<file path="config.mk">
export PLATFORM = sky130hd
export DESIGN_NAME = lfsr_read_seq
export DESIGN_NICKNAME = d
export VERILOG_FILES = /design/src/rtl/lfsr_pkg.sv /design/src/rtl/lfsr8.sv /design/src/rtl/lfsr_read_seq.sv
export SDC_FILE = /design/constraint.sdc
export NUM_CORES = 1
export LEC_CHECK = 0
export ABC_AREA = 1
export CORE_MARGIN = 2
export CORE_UTILIZATION = 40
export CTS_CLUSTER_SIZE = 14
export DETAILED_ROUTE_END_ITERATION = 7
export PLACE_DENSITY = 0.67
export SLEW_MARGIN = 10
export SYNTH_ARGS = -nofsm -noshare
export SYNTH_HDL_FRONTEND = slang
export SYNTH_SLANG_ARGS = --single-unit
</file>
<file path="constraint.sdc">
create_clock -name Clk -period 1.7 [get_ports Clk]
set_clock_uncertainty 0.2 [all_clocks]
set_input_delay 0.34 -clock Clk [delete_from_list [all_inputs] [get_ports Clk]]
set_output_delay 0.34 -clock Clk [all_outputs]
set_load 0.02 [all_outputs]
</file>
<file path="src/rtl/lfsr_pkg.sv">
// lfsr_pkg -- shared definitions for the LFSR-addressed read sequencer.
//   state_t    : sequencer FSM states
//   LFSR_TAPS  : tap mask for x^8+x^6+x^5+x^4+1 (bits 7,5,4,3)
//   lfsr_next  : one Fibonacci shift step of the 8-bit LFSR
package lfsr_pkg;

  typedef enum logic [2:0] {
    IDLE,
    ISSUE,
    WAIT,
    TRIG,
    DONE
  } state_t;

  localparam logic [7:0] LFSR_TAPS = 8'hB8;

  // Feedback is the XOR of the tapped bits, shifted in at the LSB.
  function automatic logic [7:0] lfsr_next(input logic [7:0] q);
    return {q[6:0], ^(q & LFSR_TAPS)};
  endfunction

endpackage

</file>
<file path="src/rtl/lfsr8.sv">
// lfsr8 -- 8-bit Fibonacci LFSR with synchronous load and step.
// Ports:
//   Clk   : clock (rising edge)
//   Reset : synchronous active-high reset, loads SEED_FIX
//   Load  : load Seed (has priority over Step)
//   Step  : advance one LFSR step
//   Seed  : load value (caller guarantees non-zero)
//   Q     : current LFSR value
module lfsr8
  import lfsr_pkg::*;
#(
  parameter logic [7:0] SEED_FIX = 8'h01
) (
  input  logic       Clk,
  input  logic       Reset,
  input  logic       Load,
  input  logic       Step,
  input  logic [7:0] Seed,
  output logic [7:0] Q
);

  always_ff @(posedge Clk) begin
    if (Reset) begin
      Q <= SEED_FIX;
    end else if (Load) begin
      Q <= Seed;
    end else if (Step) begin
      Q <= lfsr_next(Q);
    end
  end

endmodule

</file>
<file path="src/rtl/lfsr_read_seq.sv">
// lfsr_read_seq -- sweeps a memory at LFSR-generated addresses, registers each
// read word and pulses Trigger so a downstream latch can capture it.
// Optional feature: define LFSR_MATCH_EN to add key matching (Key, Match,
// Match_Addr); a matching read ends the sweep after its TRIG cycle.
// Ports:
//   Clk, Reset     : clock, synchronous active-high reset
//   Start          : begin a sweep (accepted only in IDLE)
//   Seed           : LFSR start value (0 replaced by SEED_FIX), sampled on Start
//   Num_Reads      : reads in the sweep, sampled on Start
//   Mem_En/Mem_Addr: one-cycle read strobe and address
//   Mem_Data       : read data, valid RD_LAT cycles after Mem_En
//   Data_Out       : registered read word
//   Trigger        : one-cycle capture pulse (Data_Out stable through it)
//   Busy           : high in ISSUE/WAIT/TRIG
//   Done           : one-cycle end-of-sweep pulse
//   Key/Match/Match_Addr : match feature (LFSR_MATCH_EN only)
module lfsr_read_seq
  import lfsr_pkg::*;
#(
  parameter int unsigned RD_LAT   = 1,
  parameter logic [7:0]  SEED_FIX = 8'h01
) (
  input  logic       Clk,
  input  logic       Reset,
  input  logic       Start,
  input  logic [7:0] Seed,
  input  logic [7:0] Num_Reads,
`ifdef LFSR_MATCH_EN
  input  logic [7:0] Key,
  output logic       Match,
  output logic [7:0] Match_Addr,
`endif
  output logic       Mem_En,
  output logic [7:0] Mem_Addr,
  input  logic [7:0] Mem_Data,
  output logic [7:0] Data_Out,
  output logic       Trigger,
  output logic       Busy,
  output logic       Done
);

  localparam logic [1:0] WAIT_LAST = 2'(RD_LAT - 1);

  state_t     state, state_nxt;
  logic [7:0] count;
  logic [1:0] wait_cnt;
  logic [7:0] addr_hold;
  logic [7:0] lfsr_q;
  logic [7:0] seed_eff;
  logic       accept;
  logic       wait_last;
  logic       stop_early;

  assign accept    = (state == IDLE) && Start;
  assign wait_last = (state == WAIT) && (wait_cnt == WAIT_LAST);
  assign seed_eff  = (Seed == 8'h00) ? SEED_FIX : Seed;

  lfsr8 #(
    .SEED_FIX(SEED_FIX)
  ) u_lfsr (
    .Clk  (Clk),
    .Reset(Reset),
    .Load (accept),
    .Step (state == TRIG),
    .Seed (seed_eff),
    .Q    (lfsr_q)
  );

`ifdef LFSR_MATCH_EN
  logic [7:0] key_q;

  always_ff @(posedge Clk) begin
    if (Reset) begin
      key_q      <= '0;
      Match      <= 1'b0;
      Match_Addr <= '0;
    end else if (accept) begin
      key_q      <= Key;
      Match      <= 1'b0;
      Match_Addr <= '0;
    end else if (wait_last && (Mem_Data == key_q)) begin
      Match      <= 1'b1;
      Match_Addr <= lfsr_q;
    end
  end

  // Match is cleared on every accepted Start, so it only reflects this sweep.
  assign stop_early = Match;
`else
  assign stop_early = 1'b0;
`endif

  // State register
  always_ff @(posedge Clk) begin
    if (Reset) begin
      state <= IDLE;
    end else begin
      state <= state_nxt;
    end
  end

  // Next-state logic
  always_comb begin
    state_nxt = state;
    case (state)
      IDLE: begin
        if (Start) begin
          state_nxt = (Num_Reads != 8'h00) ? ISSUE : DONE;
        end
      end
      ISSUE: state_nxt = WAIT;
      WAIT: begin
        if (wait_last) begin
          state_nxt = TRIG;
        end
      end
      // count still holds the pre-decrement value here
      TRIG:    state_nxt = ((count == 8'd1) || stop_early) ? DONE : ISSUE;
      DONE:    state_nxt = IDLE;
      default: state_nxt = IDLE;
    endcase
  end

  // Outputs
  always_comb begin
    Mem_En   = (state == ISSUE);
    Trigger  = (state == TRIG);
    Busy     = (state == ISSUE) || (state == WAIT) || (state == TRIG);
    Done     = (state == DONE);
    // LFSR is only stepped at the end of TRIG, so during ISSUE it equals the
    // address; afterwards the held copy keeps Mem_Addr steady.
    Mem_Addr = Mem_En ? lfsr_q : addr_hold;
  end

  // Datapath registers
  always_ff @(posedge Clk) begin
    if (Reset) begin
      count     <= '0;
      wait_cnt  <= '0;
      addr_hold <= '0;
      Data_Out  <= '0;
    end else begin
      if (accept) begin
        count <= Num_Reads;
      end
      if (state == ISSUE) begin
        addr_hold <= lfsr_q;
        wait_cnt  <= '0;
      end
      if (state == WAIT) begin
        wait_cnt <= wait_cnt + 2'd1;
      end
      if (wait_last) begin
        Data_Out <= Mem_Data;
      end
      if (state == TRIG) begin
        count <= count - 8'd1;
      end
    end
  end

endmodule

</file>
# ---- Yosys cells after proc, flatten, opt, wreduce, memory -nomap -nowiden
# Index checks and enable logic that the tools add are counted.
dict set report totals {
  regBits 37
  in_bits 27
  output_inout_bits 20
  wordCells 40
}
dict set report classes {
  addsub 2
  n_eq_ne 7
  muxes 13
  n_reduce_logical 12
}
# cell n
set ops {}
lappend ops {{two-way mux 8 bit} 6}
lappend ops {{two-way mux 3 bit} 4}
lappend ops {{case mux 3 bit (4 select lines)} 1}
lappend ops {{== test 8 x 1 -> 1 bit (second input constant)} 1}
lappend ops {{logical NOT 8 bit} 1}
lappend ops {{nonzero test 8 bit} 1}
lappend ops {{parity 8 bit} 1}
lappend ops {{subtractor 8 x 1 -> 8 bit (second input constant)} 1}
lappend ops {{== test 3 x 2 -> 1 bit (second input constant)} 2}
lappend ops {{two-way mux 2 bit} 2}
lappend ops {{!= test 2 bit (second input constant)} 2}
lappend ops {{nonzero test 2 bit} 2}
lappend ops {{== test 3 x 1 -> 1 bit (second input constant)} 1}
lappend ops {{== test 3 bit (second input constant)} 1}
lappend ops {{logical NOT 3 bit} 1}
lappend ops {{adder 2 x 1 -> 2 bit (second input constant)} 1}
lappend ops {{logical AND 1 bit} 2}
lappend ops {{logical NOT 2 bit} 1}
lappend ops {{logical OR 1 bit} 2}
lappend ops {{AND reduction 2 bit} 1}

# ---- Logic depth before layout (Yosys ltp)
# Gate-level depths: netlist of the first run.
dict set report depth {
  depth_word 4
  mapped_depth 9
  ltp_nobuf 9
}

# ---- Hierarchy
# From an unflattened synthesis of the first run, not the netlist that was laid out.
dict set report unflattened {
  cells_unflattened 305
  hier_area_um2 2005.7
}
# mod instances cells_per_inst area_per_inst_um2 seq_area_each_um2
set by_module_without_submodules {}
lappend by_module_without_submodules {lfsr_read_seq 1 229 1549.0 580.6}
lappend by_module_without_submodules {lfsr8 1 76 456.7 160.2}

# ---- Worst setup path before layout of the first run
# No wires, ideal clock.
dict set report synth_timing {
  kind {register -> output}
  startpoint {reg state[2]}
  endpoint {out Mem_Addr[6]}
  arrival_ns 1.280
  required_ns 1.160
  setup_slack_ns -0.120
  path_stages_with_launch 8
  path_buffers 1
  path_cell_list {dfxtp_1 inv_2 nand2_2 nor2_4 buf_4 or2_1 inv_1 a21oi_1}
}
dict set report synth_via {
  elab_chain_cells 2
}
# element line_no
set synth_rtl {}
lappend synth_rtl {{start, declared} lfsr_read_seq.sv:44} ;# state_t state, state_nxt;
lappend synth_rtl {{start signal, assigned} lfsr_read_seq.sv:98} ;# state <= state_nxt;
lappend synth_rtl {{== test 3 x 1 -> 1 bit} lfsr_read_seq.sv:126} ;# Mem_En = (state == ISSUE);
lappend synth_rtl {{two-way mux 8 bit} -}
lappend synth_rtl {{end, declared} lfsr_read_seq.sv:34} ;# output logic [7:0] Mem_Addr,
# No other way between the ends.

# ---- Final worst setup path of the first run
# Ends and elaborated chain as after synthesis.

==> metrics.cfg, run 1 <==
[detailed_routing]
met2_length_mm=2.87
drtIter0Drc=180
antenna_left=0
top_layer_used=met4
via_per_inst=4.88
dr.pass1.iters=4
avgRoutedWirePerCell_um=13.1
wl_met1_mm=2.53
num_vias=2123
wl_met3_um=229
wl_mm=5.71
drc=0

[synth]
seq_area_frac_synth_pct=38.2
synth_top_area_cell=dfxtp_1
synth-main-ff-cell=dfxtp_1
synthArstFlopShare_pct=0
postSynthCellCount=283
synth_common_cells=nand2_1 (63), nor2_1 (39), dfxtp_1 (37), inv_1 (36), o21ai_0 (17)
syn_area_mm2=0.00194
syn_nets=313
avgSynthCellArea_um2=6.86
synth_seq_cells=37
ys_warn_count=0
synth.most_common_cell=nand2_1
synth_cell_types=34
synth_edf_count=0
synth_top_area_share_pct=38.2
ys_top_cells_by_area=dfxtp_1 (38%), nand2_1 (12%), nor2_1 (7.5%)

[clock_network]
hold_buffers=0
clock_sinks=37
cts_inserted_buffers=5
cts_root_buf=clkbuf_8
h-tree-depth=2
clk_pin_slew_worst_paths_ps=70
cts.path.max_buffers=2
clk_latency_ps=290
cts_tree=yes

[setup_path]
cp.buffers_inverters=4
critical_path.cell_chain=inv_2 -> nand2_4 -> nor2_4 -> buf_6 -> or2_1 -> inv_2 -> a21oi_2 -> buf_6
cp_top_family=buffers and inverters
max_stage_delay_ps=330
worst_ep_arrival_time_ps=1440
endpoint_kind=primary output
required_ps=1160
start_kind=register
cp_slowest_cell=dfxtp_2
cp_max_fo=6
ff2ff_path_depth=11
path_class=register to primary output
cp_num_cells=8

[layout]
fin_area_mm2=0.00301
area_growth_pct=55.2
antenna_cells=0
drive_gt1_share_pct=29.9
utilization_pct=64.2
finalNetCount=411

[pwr]
ir_drop_mv=0.545
intPower_w=0.00227
power_density_mw_per_mm2=1220
swShare_pct=38.2
seq_power_share_pct=30.5
combPwrFrac_pct=52.1
power_frac_clock_pct=17.4
p_leak_nw=1.38
p_sw_w=0.00140

[timing]
drv_slew=0
post-route-period-util_pct=116
fin_crit_ps=1980
hold_slack_ps=252
max_freq_mhz=505
setup_viol=10
worst_slack_ps=-280
rsz0062_at_grt=true
tightestPinTransition_ps=311
maxSlewHeadroom_pct=79.2
finalHoldViolations=0

[die]
ios=47
coreArea_mm2=0.00469
die_w_um=73.7
die-area_mm2=0.00542
chipHeight_um=73.7
start_util_pct=41.4
rows=25

[place]
io_buffer_count=46
routabilityCongestion=0.867
place_area_mm2=0.00272
hpwl_mm=3.71

[global_routing]
grt_antenna_before_repair=0
grt_pass1_wl_mm=8.69
grt_max_degree=14
grtUsageTotal_pct=21.1
grt_pass1_vias=1957
grt.overflow.total=0

[run_status]
violations=negative setup slack
status=finished with violations

[worst_hold_path]
hold_depth=1
hp-class=register to register

[job]
cap_violations=0

==> routing by layer <==
layer | global-route usage, % | up-vias
li1 | - | 1101
met3 | 3.43 | 7
met1 | 26.8 | 970
met5 | 0 | -
met4 | 7.88 | 0
met2 | 35.7 | 45
==> cells in the final DEF, fill, tap and decap left out, types with 2 or more instances in the layout <==
cell type        Yosys  routed
o21ai_1              0       4
clkdlybuf4s50_1      0      26
a211oi_1             7       7
buf_6                2      10
ha_1                 3       3
nand2_2              2       2
nand2_1             63      62
a21oi_1             16      10
dfxtp_2              0       2
buf_12               0       2
or2_2                7       5
inv_2                6       6
nand3_1              9       9
clkbuf_8             0       6
or2_4                0       2
o21ai_2              0       2
dlygate4sd2_1        0       8
a31oi_1              9       9
buf_4                2      49
nor2_1              39      37
nor2_2               4       4
a21oi_2              0       6
a211oi_2             2       2
dfxtp_1             37      34
inv_6                0       2
nor3_1               4       3
o21ai_0             17      11
inv_1               36      34
nand2_4              2       3
nor2_4               1       4
==> timing repair <==
action	in CTS	in global routing
endpoints found under the setup margin	20	32
cloned	1	2
pin swaps	2	7
endpoints found under the hold margin	0	0
gates resized for setup	79	36
setup buffers	8	5
==> worst register-to-register path: cells and delay by family, from the launching register on <==
family / cells / cell delay [ps]
simple gates: 4 / 300
flops: 1 / 330
compound gates: 2 / 190
buf+inv: 5 / 580
==> flip-flops by register name (all words and copies together) (netlist names) <==
name	cells
wait_cnt	2
Data_Out	8
count	8
state	3
u_lfsr.Q	8
addr_hold	8
==> worst paths after layout <==
check                                         startpoint                        to  slack [ps]
worst max-delay path               state[2]$_SDFFE_PP0P_               Mem_Addr[6]        -280
worst min-delay path            wait_cnt[0]$_SDFFE_PP0P_  wait_cnt[0]$_SDFFE_PP0P_         250
worst max register to register     state[2]$_SDFFE_PP0P_     count[4]$_SDFFE_PP0P_          50
worst min register to register  wait_cnt[0]$_SDFFE_PP0P_  wait_cnt[0]$_SDFFE_PP0P_         250
==> power by group through the flow <==
| stage | Clock [W] | Combinational [W] | Sequential, W |
|---|---|---|---|
| 4_1_cts | 0.000640 | 0.00174 | 0.00111 |
| 6_report | 0.000639 | 0.00192 | 0.00112 |
| 3_3_place_gp | 0 | 0.00165 | 0.00112 |
| 2_1_floorplan | 0 | 0.000896 | 0.00117 |
| 5_1_grt | 0.000682 | 0.00210 | 0.00114 |
| 3_5_place_dp | 0 | 0.00168 | 0.00112 |
==> cell type report <==
type	count	area [um2]
inverters	43	176
repair buffers	96	866
clock buffers	7	86.3
fillers	426	1680
multi-input cells	197	1060
well taps	54	67.6
flip-flops and latches	37	747
repair inverters	1	5.00
==> metrics by stage <==
stage | TNS (ps) | total power [W] | instances | setup WS, ps
3_3_place_gp | -4960 | 0.00277 | 413 | -449
3_5_place_dp | -5810 | 0.00280 | 413 | -534
5_1_grt | -3170 | 0.00392 | 435 | -360
2_1_floorplan | -822 | 0.00206 | 283 | -117
6_report | -2220 | 0.00368 | 435 | -280
4_1_cts | -2180 | 0.00350 | 429 | -267
==> kinds of logic (layout without fill, tap and decap cells) <==
kind of cell | count (synthesis) | after routing | synth area share [%]
buffers and inverters | 51 | 147 | 11.3
AO/OA/AOI/OAI | 54 | 54 | 16.5
adder cells (fa/ha/maj) | 3 | 3 | 1.93
flip-flops | 37 | 37 | 38.2
AND/OR/NAND/NOR | 137 | 139 | 31.6
XOR/XNOR | 1 | 1 | 0.451
Note: power is estimated with default switching activity, not from simulation.
==> run 2, diff against run 1 <==
==> constraint.sdc (replaced) <==
create_clock -name Clk -period 2.27 [get_ports Clk]
set_clock_uncertainty 0.2 [all_clocks]
set_input_delay 0.454 -clock Clk [delete_from_list [all_inputs] [get_ports Clk]]
set_output_delay 0.454 -clock Clk [all_outputs]
set_load 0.02 [all_outputs]
==> run 2 against run 1 <==
Effect of this change:
- the flow now finishes without violations
- sequential share of layout area up 4.0 points
- utilization shrank 9.3 points
- via count fell by 8.1%
- final area down 15%
- sequential power fell by 26%
- worst hold slack improved by 15 ps
- highest routed layer unchanged
==> metrics.cfg, run 2 (synthesis gave the netlist of run 1 again) <==
[detailed_routing]
antenna_left=0  ; unchanged
dr.pass1.iters=4  ; unchanged
drc=0  ; unchanged
wl_mm=4.78  ; -16%
num_vias=1952  ; -8.1%
drtIter0Drc=80  ; -56%
via_per_inst=4.90  ; +0.49%
avgRoutedWirePerCell_um=12.0  ; -8.6%

[die]
rows=25  ; unchanged
coreArea_mm2=0.00469  ; unchanged
chipHeight_um=73.7  ; unchanged
ios=47  ; unchanged
die_w_um=73.7  ; unchanged
die-area_mm2=0.00542  ; unchanged
start_util_pct=41.4  ; unchanged

[setup_path]
endpoint_kind=primary output
r2r_end=u_lfsr.Q[0]$_SDFFE_PP1P_
crit_top_cell=buf_4
regToRegStartpoint=state[1]$_SDFFE_PP0P_
ff2ff_path_depth=8  ; -3
ff2ff_setup_slack_ps=610  ; +560 ps
critical_path.cell_chain=inv_2 -> nand2_2 -> nor2_4 -> buf_12 -> buf_4 -> buf_4 -> a21oi_1 -> buf_2
cp_max_fo=13  ; +7
cp.buffers_inverters=5  ; +1
required_ps=1620  ; +460 ps
max_stage_delay_ps=340  ; about the same
cp_top_family=buffers and inverters
path_class=register to primary output
cp_slowest_cell=dfxtp_1
start_kind=register
worst_ep_arrival_time_ps=1490  ; +50 ps

[place]
routabilityCongestion=0.926  ; +6.9%
hpwl_mm=3.49  ; -6.0%
io_buffer_count=46  ; unchanged
dp_cells=387  ; -6.3%

[global_routing]
grt.overflow.total=0  ; unchanged
grt_pass1_wl_mm=7.81  ; -10%
grt_pass1_vias=1753  ; -10%
grt_antenna_before_repair=0  ; unchanged
grt_max_degree=24  ; +10
grtUsageTotal_pct=19.0  ; -2.1 points

[timing]
post-route-period-util_pct=94.6
max_freq_mhz=466
maxSlewHeadroom_pct=72.9  ; -6.3 points
fin_crit_ps=2150
tightestPinTransition_ps=407  ; +95.0 ps
finalHoldViolations=0  ; unchanged
drv_slew=0  ; unchanged
setup_viol=0  ; -10
rsz0062_at_grt=false

[pwr]
ir_drop_mv=0.533  ; -2.3%
power_w=0.00234  ; -36%
power_density_mw_per_mm2=909  ; -26%
p_leak_nw=1.14  ; -17%

[clock_network]
cts_root_buf=clkbuf_8
h-tree-depth=2  ; unchanged
cts_tree=yes
clock_sinks=37  ; unchanged
cts.path.max_buffers=2  ; unchanged
clk_pin_slew_worst_paths_ps=70  ; about the same
clk_latency_ps=290  ; about the same
cts_inserted_buffers=5  ; unchanged

[worst_hold_path]
hp-class=register to register
min-delay-start=count[4]$_SDFFE_PP0P_
hold_depth=2  ; +1
min_to=count[4]$_SDFFE_PP0P_

[layout]
instances_no_fill=398  ; -8.5%
drive_gt1_share_pct=16.6  ; -13 points
antenna_cells=0  ; unchanged
area_growth_pct=32.6
finalNetCount=373  ; -9.2%
final_common_cell=nand2_1
layout_common_cells=nand2_1 (63), nor2_1 (39), dfxtp_1 (37), inv_1 (36), clkdlybuf4s50_1 (34)

[job]
cap_violations=0  ; unchanged

[run_status]
status=finished, final reports clean

==> run 2: cell count changes in the layout (fill, tap and decap cells not counted), sizes merged <==
cell,delta
buf,-44
clkdlybuf4s50,+8
dlygate4sd2,-5
clkinv,+1
nand3,-1
clkbuf,+5
nor2,-1
==> run 2: what timing repair did <==
action,in CTS,in global routing
hold buffers,0,0
endpoints found under the hold margin,0,0
pin swaps,1,0
setup endpoints to repair,12,9
setup buffers,3,0
gates cloned,0,0
gates resized for setup,21,12
==> run 2: report_power, final <==
part	internal (W)	leakage (nW)	total [W]	switching [W]
clock network	0.000213	0.0450	0.000449	0.000236
logic	0.000442	0.794	0.00106	0.000615
registers	0.000767	0.304	0.000833	0.0000653
==> run 2: per-stage QoR <==
| stage | hold WS [ps] | setup WS [ps] | utilization (%) | TNS (ps) | cell area [um2] |
|---|---|---|---|---|---|
| floorplan | 222 | 336 | - | 0 | 1940 |
| global placement | 236 | -30.8 | 53.4 | -58.6 | 2500 |
| detailed placement | 258 | -82.9 | 53.4 | -291 | 2500 |
| CTS | 268 | 0.567 | 55.8 | 0 | 2620 |
| global route | 279 | 25.1 | 54.9 | 0 | 2570 |
| finish | 267 | 122 | 54.9 | 0 | 2570 |
==> run 2: area by class of cell <==
| cell class | instances | area (um2) |
|---|---|---|
| multi-input combinational | 195 | 980 |
| sequential | 37 | 741 |
| clock buffer | 6 | 72.6 |
| clock inverter | 2 | 10.0 |
| inverter | 43 | 166 |
| timing repair buffer | 61 | 537 |
| fill | 487 | 2120 |
| tap | 54 | 67.6 |
==> run 2: metal layers <==
layer / GRT usage [%] / wire [um] / share of wire (%) / vias up
met5: 0 / 0 / 0 / -
met4: 9.29 / 74 / 1.5 / 0
met3: 4.25 / 263 / 5.5 / 6
met2: 31.1 / 2240 / 47 / 43
met1: 23.3 / 2200 / 46 / 884
li1: - / - / - / 1019
==> run 2: worst reg2reg max path: stages (launching register included) <==
cell	delay [ps]
dfxtp_1	330
buf_4	160
nor2_2	170
nand3_4	190
nand2_4	130
inv_2	120
a21oi_1	160
nand2_1	70
nand2_1	60
==> run 2: worst max-delay path by stage <==
stage / startpoint / end / depth (start not counted)
4_1_cts: state[2]$_SDFFE_PP0P_ / Mem_Addr[2] / 8
6_report: state[2]$_SDFFE_PP0P_ / Mem_Addr[4] / 8
3_5_place_dp: state[2]$_SDFFE_PP0P_ / Mem_Addr[0] / 7
3_3_place_gp: state[2]$_SDFFE_PP0P_ / Mem_Addr[0] / 7
2_1_floorplan: state[2]$_SDFFE_PP0P_ / Mem_Addr[6] / 7
5_1_grt: state[2]$_SDFFE_PP0P_ / Mem_Addr[7] / 8
